`config.mk`:
```
export PLATFORM = sky130hd
export DESIGN_NAME = height_digit_renderer
export DESIGN_NICKNAME = d
export VERILOG_FILES = /design/src/rtl/height_digit_renderer.sv
export SDC_FILE = /design/constraint.sdc
export NUM_CORES = 1
export LEC_CHECK = 0
export ABC_AREA = 1
export CORE_MARGIN = 2
export CORE_UTILIZATION = 25
export CTS_CLUSTER_DIAMETER = 60
export DETAILED_ROUTE_END_ITERATION = 8
export GPL_ROUTABILITY_DRIVEN = 1
export MAX_ROUTING_LAYER = met4
export SLEW_MARGIN = 20
export SYNTH_ARGS = -nofsm -noshare
export SYNTH_HDL_FRONTEND = slang
export SYNTH_SLANG_ARGS = --single-unit
```
`constraint.sdc`:
```
create_clock -name clk -period 6.9 [get_ports clk]
set_input_delay 1.38 -clock clk [delete_from_list [all_inputs] [get_ports clk]]
set_output_delay 1.38 -clock clk [all_outputs]
set_load 0.01 [all_outputs]
```
`src/rtl/height_digit_renderer.sv`:
```
// Binary height -> BCD (double dabble) and glyph-ROM text box overlay on the pixel stream.
// Optional build macro: LEADING_ZERO_BLANK_EN blanks leading zero digits (rightmost always shown).
module height_digit_renderer #(
    parameter int              VAL_W      = 10,
    parameter int              NUM_DIGITS = 3,
    parameter int              X0         = 16,
    parameter int              Y0         = 16,
    parameter int              GLYPH_W    = 8,
    parameter int              GLYPH_H    = 16,
    parameter logic [5:0]      BG_COLOR   = 6'b111111
) (
    input  logic             clk,
    input  logic             reset,
    input  logic [VAL_W-1:0] height_val,
    input  logic             height_valid,
    input  logic             frame_start,
    input  logic [9:0]       pix_x,
    input  logic [9:0]       pix_y,
    input  logic             pix_active,
    output logic [4:0]       glyph_col,
    output logic [4:0]       glyph_row,
    output logic [3:0]       glyph_digit,
    input  logic [5:0]       glyph_data,
    output logic [5:0]       pixel_out,
    output logic             pixel_valid,
    output logic             conv_busy
);

    localparam int          BCD_W   = 4 * NUM_DIGITS;
    localparam int          MAX_VAL = 10 ** NUM_DIGITS - 1;
    localparam int          CNT_W   = $clog2(VAL_W + 1);
    localparam logic [9:0]  X0_10   = 10'(X0);
    localparam logic [9:0]  Y0_10   = 10'(Y0);
    localparam logic [10:0] X1_11   = 11'(X0 + NUM_DIGITS * GLYPH_W);
    localparam logic [10:0] Y1_11   = 11'(Y0 + GLYPH_H);
    localparam logic [9:0]  GW_10   = 10'(GLYPH_W);

    typedef enum logic [1:0] {S_IDLE, S_SHIFT, S_DONE} conv_state_e;

    conv_state_e       state_q, state_d;
    logic              pending_q, pending_d;
    logic [VAL_W-1:0]  pend_val_q, pend_val_d;
    logic [VAL_W-1:0]  bin_work_q, bin_work_d;
    logic [BCD_W-1:0]  bcd_work_q, bcd_work_d;
    logic [CNT_W-1:0]  cnt_q, cnt_d;
    logic [BCD_W-1:0]  bcd_next_q, bcd_next_d;
    logic [BCD_W-1:0]  bcd_disp_q, bcd_disp_d;
    logic [NUM_DIGITS-1:0] blank_q, blank_d;

    logic              in_box_q, in_box_d;
    logic              active1_q, active1_d;
    logic              blank1_q, blank1_d;
    logic [4:0]        glyph_col_q, glyph_col_d;
    logic [4:0]        glyph_row_q, glyph_row_d;
    logic [3:0]        glyph_digit_q, glyph_digit_d;
    logic [5:0]        pixel_out_q, pixel_out_d;
    logic              pixel_valid_q, pixel_valid_d;

    logic [VAL_W-1:0]  src_val;
    logic [BCD_W-1:0]  bcd_adj;
    logic [9:0]        dx;
    logic [9:0]        idx_full;

    function automatic logic [VAL_W-1:0] saturate(input logic [VAL_W-1:0] v);
        if (32'(v) > 32'(MAX_VAL)) return VAL_W'(MAX_VAL);
        return v;
    endfunction

    // height_valid is a bare strobe with no ready: it always lands in the pending
    // register (last strobe wins) unless the idle FSM consumes it in the same cycle.
    always_comb begin
        state_d    = state_q;
        pending_d  = pending_q;
        pend_val_d = pend_val_q;
        bin_work_d = bin_work_q;
        bcd_work_d = bcd_work_q;
        cnt_d      = cnt_q;
        bcd_next_d = bcd_next_q;
        src_val    = height_valid ? height_val : pend_val_q;
        bcd_adj    = bcd_work_q;

        if (height_valid) begin
            pending_d  = 1'b1;
            pend_val_d = height_val;
        end

        case (state_q)
            S_IDLE: begin
                if (height_valid || pending_q) begin
                    bin_work_d = saturate(src_val);
                    bcd_work_d = '0;
                    cnt_d      = '0;
                    pending_d  = 1'b0;
                    state_d    = S_SHIFT;
                end
            end
            S_SHIFT: begin
                for (int i = 0; i < NUM_DIGITS; i++) begin
                    if (bcd_work_q[4*i +: 4] >= 4'd5) bcd_adj[4*i +: 4] = bcd_work_q[4*i +: 4] + 4'd3;
                end
                {bcd_work_d, bin_work_d} = {bcd_adj, bin_work_q} << 1;
                cnt_d = cnt_q + 1'b1;
                if (cnt_q == CNT_W'(VAL_W - 1)) state_d = S_DONE;
            end
            S_DONE: begin
                bcd_next_d = bcd_work_q;
                state_d    = S_IDLE;
            end
            default: state_d = S_IDLE;
        endcase
    end

    // Frame latch reads bcd_next_d so a result finishing on the frame_start cycle is shown.
    always_comb begin
        bcd_disp_d = bcd_disp_q;
        blank_d    = blank_q;
        if (frame_start) begin
            bcd_disp_d = bcd_next_d;
`ifdef LEADING_ZERO_BLANK_EN
            for (int i = 0; i < NUM_DIGITS; i++) begin
                blank_d[i] = (i == 0) ? 1'b1 : blank_d[i-1];
                if (bcd_next_d[4*(NUM_DIGITS-1-i) +: 4] != 4'd0) blank_d[i] = 1'b0;
            end
            blank_d[NUM_DIGITS-1] = 1'b0;
`else
            blank_d = '0;
`endif
        end
    end

    always_comb begin
        dx            = pix_x - X0_10;
        idx_full      = dx / GW_10;
        active1_d     = pix_active;
        in_box_d      = pix_active && (pix_x >= X0_10) && ({1'b0, pix_x} < X1_11) &&
                        (pix_y >= Y0_10) && ({1'b0, pix_y} < Y1_11);
        glyph_col_d   = '0;
        glyph_row_d   = '0;
        glyph_digit_d = '0;
        blank1_d      = 1'b0;
        if (in_box_d) begin
            glyph_col_d = 5'(dx % GW_10);
            glyph_row_d = 5'(pix_y - Y0_10);
            for (int i = 0; i < NUM_DIGITS; i++) begin
                if (idx_full == 10'(i)) begin
                    glyph_digit_d = bcd_disp_q[4*(NUM_DIGITS-1-i) +: 4];
                    blank1_d      = blank_q[i];
                end
            end
        end
    end

    always_comb begin
        pixel_valid_d = active1_q;
        if (in_box_q && !blank1_q) pixel_out_d = glyph_data;
        else if (active1_q)        pixel_out_d = BG_COLOR;
        else                       pixel_out_d = 6'b000000;
    end

    always_ff @(posedge clk or posedge reset) begin
        if (reset) begin
            state_q       <= S_IDLE;
            pending_q     <= 1'b0;
            pend_val_q    <= '0;
            bin_work_q    <= '0;
            bcd_work_q    <= '0;
            cnt_q         <= '0;
            bcd_next_q    <= '0;
            bcd_disp_q    <= '0;
            blank_q       <= '0;
            in_box_q      <= 1'b0;
            active1_q     <= 1'b0;
            blank1_q      <= 1'b0;
            glyph_col_q   <= '0;
            glyph_row_q   <= '0;
            glyph_digit_q <= '0;
            pixel_out_q   <= '0;
            pixel_valid_q <= 1'b0;
        end else begin
            state_q       <= state_d;
            pending_q     <= pending_d;
            pend_val_q    <= pend_val_d;
            bin_work_q    <= bin_work_d;
            bcd_work_q    <= bcd_work_d;
            cnt_q         <= cnt_d;
            bcd_next_q    <= bcd_next_d;
            bcd_disp_q    <= bcd_disp_d;
            blank_q       <= blank_d;
            in_box_q      <= in_box_d;
            active1_q     <= active1_d;
            blank1_q      <= blank1_d;
            glyph_col_q   <= glyph_col_d;
            glyph_row_q   <= glyph_row_d;
            glyph_digit_q <= glyph_digit_d;
            pixel_out_q   <= pixel_out_d;
            pixel_valid_q <= pixel_valid_d;
        end
    end

    assign glyph_col   = glyph_col_q;
    assign glyph_row   = glyph_row_q;
    assign glyph_digit = glyph_digit_q;
    assign pixel_out   = pixel_out_q;
    assign pixel_valid = pixel_valid_q;
    assign conv_busy   = (state_q == S_SHIFT);

endmodule

```
[Word level (Yosys, flattened, before mapping)]
Cells that the tools add are included.
Cells by class
  order comparisons: 8
  mux-type cells: 30
  reduce and logical (&&, ||, !) cells: 10
  eq/ne operators: 7
  add/sub/neg operators: 6
Operators by type and width (count)
  $mux W10: 4
  $mux W4: 7
  $mux W12: 2
  $pmux W12 S2: 1
  $ge A10 B5 Y1 const B: 2
  $lt A10 B6 Y1 const B: 2
  $pmux W10 S2: 1
  $ge A4 B3 Y1 const B: 3
  $mux W6: 2
  $gt A10 B10 Y1 const B: 1
  $logic_not A10 Y1: 1
  $sub A10 B5 Y10 const B: 1
  $add A4 B2 Y4 const B: 2
  $pmux W4 S2: 1
  $eq A7 B1 Y1 const B: 1
  $eq A7 B2 Y1 const B: 1
  $mux W1: 6
  $mux W3: 2
  $mux W5: 1
  $sub A5 B5 Y5 const B: 1
  $add A4 B1 Y4 const B: 1
  $eq A4 B4 Y1 const B: 1
  $logic_and A1 B1 Y1: 4
  $mux W2: 2
  other kinds (10): 11
Word-level totals
  input port bits: 41
  output and inout port bits: 22
  flip-flop bits (word level): 86

[Longest topological paths before layout]
  depth in word-level cells: 8
  mapped depth: 13
  mapped depth without buffers: 12

[Least setup slack after synthesis]
Ideal clock, no wire load.
  path type: input -> register
  from: input pix_x[4]
  to: register glyph_digit_q[0] (netlist: glyph_digit[0])
  required time: 6837 ps
  buffers on the path: 0
  stages: 10
  arrival time: 2390 ps
  path slack: 4448 ps
  library setup time: 63 ps
  cells stage by stage: inv_2 > ha_1 > inv_1 > nand2_1 > nand3_2 > nor3_1 > nand3_1 > nand3_1 > nand2_1 > inv_1
Between the ends
  longest elaborated chain between the ends: 6
  elaborated cells on any way between the ends: 14
Ends and longest elaborated chain
  start: declaration: RTL line 17  | input logic [9:0] pix_x,
  $sub A10 B5 Y10 / $ge A10 B5 Y1 (equally long branches): RTL line 132, 135
  $logic_not A10 Y1 / $logic_and A1 B1 Y1 (equally long branches): RTL line 145, 135
  $mux W4 / $logic_and A1 B1 Y1 (equally long branches) (2 in series): RTL line 145, 135
  $mux W4 / $logic_and A1 B1 Y1 (equally long branches): RTL line 145, 136
  $mux W4 (*): RTL line 141  | if (in_box_d) begin
  named net glyph_digit_d[0]: RTL line 55  | logic [3:0] glyph_digit_q, glyph_digit_d;
  end signal: assignment: RTL line 194  | glyph_digit_q <= glyph_digit_d;
  end: declaration: RTL line 55
Mark *: on every way through the listed nets, which the timed path passes. The rest lies on a longest branch.
A chain may end at the register's enable or synchronous reset.

[Worst setup path after layout]
  from: register state_q[1]
  to: output conv_busy
Between the ends
  longest elaborated chain between the ends: 1
Ends and longest elaborated chain
  start: declaration: RTL line 40  | conv_state_e state_q, state_d;
  start signal: assignment: RTL line 180  | state_q <= state_d;
  $eq A2 B1 Y1: RTL line 205  | assign conv_busy = (state_q == S_SHIFT);
  end: declaration: RTL line 26  | output logic conv_busy
No other way between the ends.

==> flow_metrics.tcl <==
set metrics [dict create \
    status "finished, final reports clean" \
    clk_buf_depth 2 \
    cp-start-kind "flip-flop" \
    clock_skew_ns 0.00391 \
    synth.area.top_cells "dfrtp_1 (56%), nand2_1 (11%), inv_1 (5.1%), nand3_1 (4.1%), ha_1 (3.6%)" \
    drt-initial-drc-count 175 \
    setup_repair_after_global_routing_missed_its_margin "no" \
    die_w_um 127 \
    numPortBuffers 60 \
    dr_total_vias 2905 \
    synth_cell_type_count 34 \
    final-hold-violation-count 0 \
    power.density_cell_area_nw_per_um2 331 \
    first_pass_grt_wire_length_mm 13.3 \
    min_delay_path_depth 0 \
    max-cap-violations 0 \
    worst_ir_drop_vdd_v 0.000141 \
    cp_max_fo 17 \
    cp-end-kind "output pin" \
    setup_viol_count_final 0 \
    worstHoldStart "active1_q" \
    postSynthCellCount 420 \
    tritoncts.num_buffers 9 \
    drtPass1Iterations 4 \
    drt.antenna.violating_nets 0 \
    critPathRequiredTime_ns 5.52 \
    most_frequent_cell_after_synthesis "nand2_1" \
    ys_warn_count 0 \
    setup_total_negative_slack_ns 0 \
    crit_path_top_delay_cell "clkdlybuf4s50_1" \
    initial_core_utilization_pct 25.8 \
    cts_setup_buffers 0 \
    core.rowCount 44 \
    routed_wl_mm 7.64 \
    final_max_slew_viol_count 0 \
    max_clock_freq_ghz 0.317 \
    synth_top_area_cell "dfrtp_1" \
    ys_seq_area_share_pct 55.6 \
    grt_overflow_total 0 \
    final_layout_size_suffix_gt1_share_pct 9.63 \
    post_synth.cell_area_avg_um2 9.01 \
    power.static_leakage_nw 2.33 \
    die_h_um 127 \
    fp.coreArea_um2 14600 \
    reg2regPathDepth 5 \
    clkSlewWorstSetupHoldPaths_ns 0.06 \
    synth_flop_cell "dfrtp_1" \
    cts-resized-gates 0 \
    synth_enable_flop_cells 0 \
    finalWorstSetupSlack_ns 3.74 \
    synth.cells.most_frequent "nand2_1 (108), dfrtp_1 (84), inv_1 (51)" \
    grt_util_all_layers_pct 10.5 \
    slew_headroom_pct 49.4 \
    vias_per_cell 4.32 \
    cts.sinks 84 \
    path_cells "nor2_4, clkdlybuf4s50_1" \
    period_minus_slack_ns 3.16 \
    cts_stage_hold_buffer_count 0 \
    clock_tree_from_tritoncts "done" \
    ios 63 \
    fp.dieArea_um2 16100 \
    nets 535 \
    worst-slew-pin-transition_ns 0.759 \
    crit_family "buffers and inverters" \
    cts_htree_levels 3 \
    initial_antenna_violation_count 0 \
    r2r_slack_ns 5.31 \
    synth_largest_type_area_fraction_pct 55.6 \
    criticalPathCategory "reg -> out" \
    antenna_cells 0 \
    gpl.final_weighted_congestion 0.774 \
    clkLatencyLatePin_ns 0.33 \
    avgRoutedWirePerCell_um 11.4 \
    worstPathArrival_ns 1.78 \
    crit-reg2reg-launch "state_q[0]" \
    timing.critical_path.buf_inv 1 \
    grt_max_degree 85 \
    drt_drc_violations_left 0 \
    ys_ff_latch 84 \
    timing.rr.end "bcd_disp_q[5]" \
    final.period_utilization_pct 45.8 \
    post_synth_instance_area_um2 3780 \
    timing.hold.worst.class "reg -> reg" \
    post-place-ws_ns 3.63 \
    hold_end "pixel_valid" \
    ys_async_sr_fraction_pct 100 \
    area_overhead_of_the_layout_relative_to_synthesis_pct 28.8 \
    cts-root-buf "clkbuf_16" \
    critPathMaxStageDelay_ns 0.63 \
    number_of_global_route_vias_before_repair 2991 \
    post-route-util_pct 33.3 \
    place_hpwl_mm 5.62 \
]
## cell usage in the layout, fill, tap and decap left out, types with 2 or more instances in the layout
cell	Yosys	layout
a21oi_1	6	6
clkbuf_16	0	9
clkbuf_8	0	2
clkdlybuf4s50_1	0	60
clkinv_2	0	3
conb_1	1	3
dfrtp_1	84	84
ha_1	11	11
inv_1	51	50
inv_2	7	7
mux2_2	8	8
nand2_1	108	108
nand2_2	3	3
nand3_1	31	31
nand3b_1	3	3
nor2_1	30	30
nor2_2	2	2
nor2_4	4	4
o211ai_1	3	3
o21ai_0	22	22
o21ai_1	13	13
o221ai_1	3	3
o22ai_1	7	7
or2_2	3	3
xor2_1	2	2
## flip-flops by register name, summed over array words and instances (netlist names)
signal,count
bcd_disp_q,12
bin_work_q,10
glyph_digit,4
in_box_q,1
glyph_col,3
bcd_work_q,12
pend_val_q,10
pixel_valid,1
bcd_next_q,12
cnt_q,4
active1_q,1
glyph_row,5
pixel_out,6
state_q,2
pending_q,1
## final cells by class
class / instances / area [um^2]
fillers: 1473 / 9770
well taps: 184 / 230
repair buffers: 61 / 612
flip-flops and latches: 84 / 2100
clock inverters: 4 / 47.5
inverters: 58 / 219
multi-input cells: 269 / 1410
clock buffers: 12 / 256
## logic make-up after synthesis
family	after synthesis	synth area share, %
compound gates	56	8.33
flops	84	55.6
fa+ha+maj	11	3.64
simple gates	189	22.1
buf+inv	69	7.47
xor+xnor	2	0.463
other cells	1	0.0991
mux	8	2.38
## how the worst max path moves through the flow
stage                     slack [ns]  startpoint  cells after the start        endpoint
after floorplan                 3.35       reset                      1       active1_q
after global placement          3.73    pix_x[4]                     10  glyph_digit[2]
after detailed placement        3.63    pix_x[4]                     10  glyph_digit[2]
after CTS                       3.71  state_q[1]                      2       conv_busy
after global routing            3.65  state_q[1]                      2       conv_busy
final                           3.74  state_q[1]                      2       conv_busy
## where the power goes
| group | leakage, nW | switching (mW) | total [mW] | internal, mW |
|---|---|---|---|---|
| clock network | 0.149 | 0.178 | 0.477 | 0.299 |
| logic | 1.14 | 0.270 | 0.447 | 0.177 |
| registers | 1.04 | 0.0639 | 0.691 | 0.627 |
## metrics by stage
step                instance area (um^2)  std cells  hold slack, ns  total power [mW]
CTS                                 4870        672           0.376              1.64
floorplan                           3790        422           0.354              1.01
detailed placement                  4570        656           0.363              1.15
finish                              4870        672           0.372              1.61
global route                        4870        672           0.381              1.74
global placement                    4570        656           0.367              1.12
## metal layers
metal  track usage [%]  wire length (um)  vias up  share of wire, %
met4              5.82               180        0               2.4
met3              1.84               190       15               2.5
met2              18.1              4040       44                53
met5                 -                 0        -                 0
met1              11.6              3240     1387                42
li1                  -                 -     1459                 -
(Power assumes the default switching activity.)
